`src/rtl/imm_pkg.sv`:
```
// Shared constants for the immediate extension unit: operating modes and
// the two-state prefix FSM encoding.
package imm_pkg;

  localparam logic [1:0] IMM_SEXT   = 2'b00;
  localparam logic [1:0] IMM_ZEXT   = 2'b01;
  localparam logic [1:0] IMM_LUI    = 2'b10;
  localparam logic [1:0] IMM_PREFIX = 2'b11;

  localparam logic [0:0] S_IDLE   = 1'b0;
  localparam logic [0:0] S_PREFIX = 1'b1;

endpackage

```
`src/rtl/imm_ext_core.sv`:
```
// Combinational extender: turns the joined field (and a held prefix, when one
// is pending) into the OUT_W-bit immediate for the selected mode.
import imm_pkg::*;

module imm_ext_core #(
  parameter int IN_W  = 8,
  parameter int OUT_W = 16
) (
  input  logic [IN_W-1:0]  field,
  input  logic [IN_W-1:0]  prefix,
  input  logic [0:0]       state,
  input  logic [1:0]       mode,
  output logic [OUT_W-1:0] value
);

  logic [2*IN_W-1:0] combined;

  assign combined = {prefix, field};

  // Fill the upper bits first and then overlay the payload, which avoids
  // zero-width replications when OUT_W equals 2*IN_W.
  always_comb begin
    value = '0;
    if (state == S_IDLE) begin
      case (mode)
        IMM_SEXT: begin
          value = {OUT_W{field[IN_W-1]}};
          value[IN_W-1:0] = field;
        end
        IMM_ZEXT: value[IN_W-1:0] = field;
        IMM_LUI:  value[2*IN_W-1:IN_W] = field;
        default:  value = '0;
      endcase
    end else begin
      case (mode)
        IMM_SEXT: begin
          value = {OUT_W{combined[2*IN_W-1]}};
          value[2*IN_W-1:0] = combined;
        end
        IMM_ZEXT, IMM_LUI: value[2*IN_W-1:0] = combined;
        default:           value = '0;
      endcase
    end
  end

endmodule

```
`src/rtl/imm_extend_unit.sv`:
```
// Registered immediate generator: prefix FSM, output register and
// valid/ready handshake around the combinational extender.
import imm_pkg::*;

module imm_extend_unit #(
  parameter int NIB_W = 4,
  parameter int OUT_W = 16
) (
  input  logic             clk,
  input  logic             reset,
  input  logic [NIB_W-1:0] upper,
  input  logic [NIB_W-1:0] lower,
  input  logic [1:0]       mode,
  input  logic             in_valid,
  output logic             in_ready,
  output logic [OUT_W-1:0] imme,
  output logic             out_valid,
  input  logic             out_ready,
  output logic             prefix_pending
);

  localparam int IN_W = 2 * NIB_W;

  logic [0:0]       state;
  logic [IN_W-1:0]  prefix_q;
  logic [IN_W-1:0]  field;
  logic [OUT_W-1:0] ext_value;
  logic             accept;

  assign field          = {upper, lower};
  assign in_ready       = !out_valid || out_ready;
  assign accept         = in_valid && in_ready;
  assign prefix_pending = (state == S_PREFIX);

  imm_ext_core #(
    .IN_W  (IN_W),
    .OUT_W (OUT_W)
  ) u_core (
    .field  (field),
    .prefix (prefix_q),
    .state  (state),
    .mode   (mode),
    .value  (ext_value)
  );

  // A drain and an accept may share a cycle; a PREFIX input only drains.
  always_ff @(posedge clk or negedge reset) begin
    if (!reset) begin
      state     <= S_IDLE;
      prefix_q  <= '0;
      imme      <= '0;
      out_valid <= 1'b0;
    end else begin
      if (out_valid && out_ready) begin
        out_valid <= 1'b0;
      end
      if (accept) begin
        if (mode == IMM_PREFIX) begin
          prefix_q <= field;
          state    <= S_PREFIX;
        end else begin
          imme      <= ext_value;
          out_valid <= 1'b1;
          prefix_q  <= '0;
          state     <= S_IDLE;
        end
      end
    end
  end

endmodule

```
`config.mk`:
```
export PLATFORM = sky130hd
export DESIGN_NAME = imm_extend_unit
export DESIGN_NICKNAME = d
export VERILOG_FILES = /design/src/rtl/imm_pkg.sv /design/src/rtl/imm_ext_core.sv /design/src/rtl/imm_extend_unit.sv
export SDC_FILE = /design/constraint.sdc
export NUM_CORES = 1
export LEC_CHECK = 0
export ABC_CLOCK_PERIOD_IN_PS = 1700
export CAP_MARGIN = 30
export CORE_MARGIN = 5
export CORE_UTILIZATION = 55
export CTS_CLUSTER_SIZE = 28
export DETAILED_ROUTE_END_ITERATION = 16
export DONT_BUFFER_PORTS = 1
export PLACE_DENSITY = 0.7
export SETUP_SLACK_MARGIN = 0.02
export SYNTH_ARGS = -nofsm -noshare
export SYNTH_HDL_FRONTEND = slang
export SYNTH_SLANG_ARGS = --single-unit
```
`constraint.sdc`:
```
create_clock -name clk -period 1.7 [get_ports clk]
set_input_delay 0.34 -clock clk [delete_from_list [all_inputs] [get_ports clk]]
set_output_delay 0.34 -clock clk [all_outputs]
set_load 0.02 [all_outputs]
```
Yosys cells after proc, flatten, opt, wreduce, memory -nomap -nowiden --
Index checks and enable logic that the tools add are counted.
Storage, ports and cells: RAM bits 0, latch bits 0, bits in read-only memories 0, memories 0, logic and storage cells 25, input bits 14, flip-flop bits (word level) 26
Cells by class: bitwise logic cells 1, add/subtract/negate cells 0, muxes and demuxes 9, reductions and logical operators 8, $mul 0, equal/unequal tests 3, magnitude comparators 0, shift-type cells 0, div/mod/pow operators 0
Operator list (count):
- $mux 16 | 2
- $mux 8 | 2
- $pmux 8 s2 | 1
- $eq 2x2->1 const B | 2
- $mux 1 | 4
- $reduce_or 3->1 | 1
- $eq 2x1->1 const B | 1
- $logic_and 1x1->1 | 2
- $logic_not 2->1 | 1
- $reduce_and 2->1 | 1
- $reduce_or 2->1 | 1
- $logic_not 1->1 | 1
- $logic_or 1x1->1 | 1
- $not 1->1 | 1

Depth between registers and ports, before layout --
Gate-level depths: netlist of the first run.
depth in word-level cells 4, gate-level depth with buffers 5

Modules after synthesis --
From an unflattened synthesis of the first run, not the netlist that was laid out.
Unflattened totals: cell total of the unflattened synthesis 113, area total of the unflattened synthesis 1432.6 sq um
By module, submodules not included:
- imm_extend_unit | area each 1086.0 sq um, cells an instance 66, sequential area each 650.6 sq um, instances 1
- imm_ext_core | area each 346.6 sq um, cells an instance 47, sequential area each 0.0 sq um, instances 1

Worst setup path before layout of the first run --
No wires, ideal clock.
path type register to register, from reg out_valid, to reg imme[7], library setup time 0.121 ns, data required time 1.579 ns, slack 0.193 ns, stages on the path, launching flop included 6, arrival 1.386 ns, period minus slack after synthesis 1.507 ns, path through dfrtp_1 nor2b_1 inv_1 nand3_4 buf_2 a22o_1
Between the ends: word-level cells in the longest chain between the ends 4
Ends and longest elaborated chain:
- start: declaration | RTL line imm_extend_unit.sv:17 | output logic out_valid,
- start signal: assignment | RTL line imm_extend_unit.sv:52 | out_valid <= 1'b0;
- start signal: assignment | RTL line imm_extend_unit.sv:55 | out_valid <= 1'b0;
- start signal: assignment | RTL line imm_extend_unit.sv:63 | out_valid <= 1'b1;
- $logic_not 1->1 | RTL line imm_extend_unit.sv:31 | assign in_ready = !out_valid || out_ready;
- $logic_or 1x1->1 | RTL line imm_extend_unit.sv:31
- net in_ready | RTL line imm_extend_unit.sv:15 | output logic in_ready,
- $logic_and 1x1->1 | RTL line imm_extend_unit.sv:32 | assign accept = in_valid && in_ready;
- $reduce_and 2->1 (no source line)
- end signal: assignment | RTL line imm_extend_unit.sv:62 | imme <= ext_value;
- end: declaration | RTL line imm_extend_unit.sv:16 | output logic [OUT_W-1:0] imme,
The timed path passes the listed nets, and every way through them passes these cells. A chain may end at the register's enable or synchronous reset.

Worst setup path after layout of the first run --
from reg out_valid, to out in_ready
Between the ends: word-level cells in the longest chain between the ends 2
Ends and longest elaborated chain (RTL line):
- $logic_not 1->1 | imm_extend_unit.sv:31
- $logic_or 1x1->1 | imm_extend_unit.sv:31
- end: declaration | imm_extend_unit.sv:15
Every way passes these cells.

==> run metrics, run 1 <==
first-pass GRT wire length 4.17 mm; post-layout worst setup margin 0.211 ns; Die W 57.2 um; peak supply drop around 0.56 mV; mean post-synth cell area 12.0 um2; GRT overflow 0; internal power around 0.95 mW; Yosys Warn Count 0; Area after DPL 1260 um2; worst r2r src prefix_pending; crit-path max cell delay 0.41 ns; vias per cell roughly 6.0; crit start category register; Die Area 3270 um2; CTS resizes 0; most common cell after layout, fill and taps aside dfrtp_1; FMAX between 0.6 and 0.7 GHz; Final Net Count 121; final setup violation count 0; Worst setup EP type primary output; Starting Density 0.565; final wirelength between 2 and 2.5 mm; min-delay src upper[2]; crit-path cells nor2b_1, inv_1, buf_4; # DRC 0; via count 808; design area 1320 um2; Yosys reg bits 26; CTS Sinks 26; CP arrival 1.15 ns; Register Area between 600 and 700 um2; Placer Congestion about 0.74; synth-to-layout area growth 7.24%; crit path time final 1.49 ns; wire length per cell between 15 and 20 um; register share of total power 0.616; max-cap viol count 0; relative slew slack 0.592; Fin. Hold Viols 0; Post-Syn Area 1230 um2; CP max stage cell dfrtp_1; largest net degree at the start of global routing 27; Fin Clk Skew 0.00227 ns; clock transition at the registers of the reported paths 0.14 ns; Placeable Area 2170 um2; fillers roughly 190; switching power total 0.426 mW; crit path kind reg2out; Slew @ Worst Pin 0.610 ns; io pins 33; n_diodes 0; power per cell area 1040 nW/um2; Port-buffer cells 0; number of buffers created by CTS 3; Slew Limit Fails 0; Comb pwr share 0.158; crit path max fanout 3; CTS tree built; Clock power frac 0.226; All-Layer GR Usage 0.168; Clock Root Buffer clkbuf_4; sequential share of the synthesized area 0.531; DR iter-0 viols 13; share of layout cells above drive strength 1 0.245; Cell variety after synth 19; DP Wirelength between 1.5 and 2 mm; switching share of power 0.310; CP startpoint out_valid; H-tree Lvls 1; period utilization 0.876; Hold Crit Class in2reg; RSZ-0062 raised after global routing false; Post-DRT Antenna Nets 0; Mapped Nets 116; Max clock buf depth 2; vias in the first global route 848; chip height 57.2 um; leakage 0.617 nW; Rows 17; synthesized instance count 102; Clk Latency, worst-skew pair about 0.32 ns; Pre-antenna DRT Iters 4; outcome complete, no violations; most frequent cells in the layout dfrtp_1 (26), o21ai_0 (18), a22o_1 (15); pre-CTS WS approximately 0.26 ns; TNS Setup 0 ns; initial antenna violation count 0; worst path required time 1.36 ns; Multi-input gate area 531 um2
-- Yosys cell counts --
cell | instances | area (um2)
a22o_1 | 15 | 131
inv_1 | 3 | 11.3
dfrtp_1 | 26 | 651
mux2_2 | 7 | 78.8
o21ai_0 | 18 | 90.1
nand3_4 | 1 | 17.5
buf_2 | 3 | 15.0
nor2b_1 | 1 | 6.26
nor2_1 | 1 | 3.75
nor3b_1 | 1 | 7.51
clkbuf_1 | 2 | 7.51
a21oi_1 | 1 | 5.00
mux2_4 | 7 | 105
a211oi_4 | 1 | 20.0
nand2_1 | 11 | 41.3
nand2b_1 | 1 | 6.26
mux2i_1 | 1 | 10.0
buf_6 | 1 | 11.3
and2_2 | 1 | 7.51
-- metrics by stage --
stage           util  total power [mW]  hold slack [ns]  cells
2_1_floorplan      -              1.02           0.0444    102
3_3_place_gp   0.580              1.05           0.0452    128
3_5_place_dp   0.580              1.07           0.0452    128
4_1_cts        0.601              1.38            0.127    133
5_1_grt        0.606              1.45            0.108    134
6_report       0.606              1.37            0.136    134
-- worst max-delay path, delay by kind of cell (launching register included) --
family | cells | cell delay (ns)
and+or+nand+nor | 1 | 0.15
DFF | 1 | 0.41
buffers and inverters | 2 | 0.28
-- power by group through the flow --
stage               Sequential, mW  Clock (mW)  Combinational (mW)
floorplan                    0.843           0               0.173
global placement             0.857           0               0.196
detailed placement           0.861           0               0.205
CTS                          0.850       0.314               0.217
global route                 0.861       0.349               0.241
finish                       0.847       0.311               0.217
-- state kept, by name, summed over array words and instances (netlist names) --
| register | flops |
|---|---|
| imme | 16 |
| prefix_q | 8 |
| out_valid | 1 |
| prefix_pending | 1 |
-- per-layer routing --
metal,vias up,wire [um],track usage,part of all wire
li1,374,-,-,-
met1,402,1030,0.210,0.42
met2,28,1130,0.245,0.46
met3,4,243,0.0701,0.10
met4,0,38,0.0960,0.016
met5,-,0,0,0
-- kinds of logic after synthesis --
kind of cell,Yosys count,share of synthesized area
AO/OA/AOI/OAI,35,0.201
flip-flops,26,0.531
AND/OR/NAND/NOR,17,0.0735
multiplexers,15,0.158
buffers and inverters,9,0.0367
-- worst paths after layout --
check                      slack, ns  cells past startpoint           to
max reg2reg                     0.27                      3      imme[5]
min reg2reg                     0.52                      2  prefix_q[2]
min                             0.14                      2  prefix_q[6]
max in group asynchronous       0.73                      2  prefix_q[2]
max                             0.21                      3     in_ready
min in group asynchronous       0.45                      1     imme[12]
-- area by class of cell --
class | count | area share
multi-input combinational | 67 | 0.403
sequential | 26 | 0.495
inverter | 3 | 0.00856
clock buffer | 4 | 0.0276
tap | 28 | 0.0266
timing repair buffer | 6 | 0.0390
-- repair_timing --
action,in CTS,in global routing
hold buffers,1,0
buffers inserted,0,0
hold endpoints to repair,26,0
(Power assumes the default switching activity.)
==> inputs of run 2 (changes only) <==
--- a/config.mk
+++ b/config.mk
@@ -6,7 +6,6 @@
 export NUM_CORES = 1
 export LEC_CHECK = 0
 export ABC_CLOCK_PERIOD_IN_PS = 1700
-export CAP_MARGIN = 30
 export CORE_MARGIN = 5
 export CORE_UTILIZATION = 55
 export CTS_CLUSTER_SIZE = 28
==> run 2 against run 1 <==
  * Worst setup slack about the same
  * Power fell by 0.26%
  * Register-to-register slack is essentially flat
  * Sequential share of layout area is 0.43 points higher
  * Via count shrank 0.25%
  * Highest routed layer unchanged
==> run metrics, run 2 (same netlist as run 1, synthesis figures left out) <==
final wirelength between 2 and 2.5 mm; RSZ-0062 raised after global routing false; crit-path cells nor2b_1, inv_1, buf_4; wire length per cell ~18 um; Worst Setup EP in_ready; DR iter-0 viols 13; crit start category register; peak supply drop 0.564 mV; hold buffers post-CTS 1; crit-path leading delay family flip-flops; synth-to-layout area growth 6.33%; outcome complete, no violations; CTS Sinks 26; pre-CTS WS 0.260 ns; Fin. Hold Viols 0; n_diodes 0; Die Area 3270 um2; Placeable Area 2170 um2; CP startpoint out_valid; All-Layer GR Usage 0.168; cell count after placement roughly 130; max-cap viol count 0; Slew Limit Fails 0; Slew @ Worst Pin 1.10 ns; crit path max fanout 3; design area 1300 um2; worst path required time 1.36 ns; io pins 33; Fin Clk Skew approximately 0.0014 ns; # Post-CTS Setup Buffers 0; post-layout worst setup margin 0.211 ns; leakage 0.611 nW; Hold Crit Class in2reg; Max clock buf depth 2; relative slew slack 0.261; worst reg2reg path depth 3; Die W between 50 and 60 um; fillers 195; RR Endpoint imme[5]; Clock Root Buffer clkbuf_4; chip height 57.2 um; Post-DRT Antenna Nets 0; CTS resizes 0; crit-path max cell delay 0.41 ns; worst reg-to-reg setup slack 0.27 ns; number of buffers created by CTS 3; Top reg by flops imme; share of layout cells above drive strength 1 0.238; period utilization 0.876; H-tree Lvls 1; CP max stage cell dfrtp_1; DP Wirelength 1.81 mm; CTS tree built; Worst setup EP type primary output; WP buf/inv 2; CP arrival roughly 1.2 ns; first-pass GRT wire length between 4 and 5 mm; largest net degree at the start of global routing 27; initial antenna violation count 0; Placer Congestion 0.742; Port-buffer cells 0; # DRC 0; most frequent cells in the layout dfrtp_1 (26), o21ai_0 (18), a22o_1 (15); crit path kind reg2out; vias in the first global route approximately 850; FMAX about 0.67 GHz; vias per cell 6.06; final cell count without fillers around 130; crit path time final 1.49 ns; GRT overflow 0; Area after DPL 1260 um2; Final Net Count 120; Total Power 1.37 mW; Starting Density 0.565; Rows 17; final setup violation count 0; Clk Latency, worst-skew pair 0.32 ns; TNS Setup 0 ns; Pre-antenna DRT Iters 4; power per cell area ~1100 nW/um2; via count between 800 and 900; most common cell after layout, fill and taps aside dfrtp_1; Largest regs imme x16, prefix_q x8; Crit path depth 3; clock transition at the registers of the reported paths between 0.1 and 0.15 ns; worst r2r src prefix_pending; max reg flops 16
-- run 2: cell types whose count changed in the layout (fill, tap and decap cells not counted), sizes merged --
| cell | delta |
|---|---|
| buf | -1 |
-- run 2: metrics by stage --
step           hold slack, ns   util
3_3_place_gp           0.0452  0.580
6_report                0.135  0.601
3_5_place_dp           0.0452  0.580
2_1_floorplan          0.0444      -
5_1_grt                 0.108  0.601
4_1_cts                 0.127  0.601
-- run 2: per-layer routing --
metal,track usage,vias to the layer above,part of all wire
met5,0,-,0
met4,0.0960,0,0.016
met3,0.0701,4,0.10
met2,0.245,29,0.46
met1,0.210,401,0.42
li1,-,372,-
-- run 2: power breakdown --
part / total [mW] / leakage (nW) / internal [mW] / switching (mW)
registers: 0.847 / 0.339 / 0.702 / 0.145
logic: 0.214 / 0.251 / 0.113 / 0.100
clock network: 0.310 / 0.0210 / 0.131 / 0.179
-- run 2: worst min path at each step --
stage | cells past startpoint | startpoint | endpoint
global placement | 0 | reset | imme[11]
CTS | 2 | upper[2] | prefix_q[6]
detailed placement | 0 | reset | out_valid
global route | 1 | lower[1] | imme[1]
floorplan | 0 | reset | imme[0]
finish | 2 | upper[2] | prefix_q[6]
-- run 2: worst register-to-register path, stage by stage (launching register included) --
cell and delay [ns]:
dfrtp_1 0.59, nand2b_1 0.16, a211oi_4 0.43, a22o_1 0.20
-- run 2: layout make-up --
cell class	count	area (um2)	area share
repair buffers	5	40.0	0.0307
inverters	3	11.3	0.00864
flip-flops and latches	26	651	0.499
multi-input cells	67	531	0.407
clock buffers	4	36.3	0.0278
well taps	28	35.0	0.0269
==> inputs of run 3 (changes only) <==
--- a/config.mk
+++ b/config.mk
@@ -5,7 +5,6 @@
 export SDC_FILE = /design/constraint.sdc
 export NUM_CORES = 1
 export LEC_CHECK = 0
-export ABC_CLOCK_PERIOD_IN_PS = 1700
 export CORE_MARGIN = 5
 export CORE_UTILIZATION = 55
 export CTS_CLUSTER_SIZE = 28
@@ -13,6 +12,7 @@
 export DONT_BUFFER_PORTS = 1
 export PLACE_DENSITY = 0.7
 export SETUP_SLACK_MARGIN = 0.02
+export SLEW_MARGIN = 5
 export SYNTH_ARGS = -nofsm -noshare
 export SYNTH_HDL_FRONTEND = slang
 export SYNTH_SLANG_ARGS = --single-unit
==> results of run 3 <==
No change in the layout: final DEF, timing and power equal those of run 2.
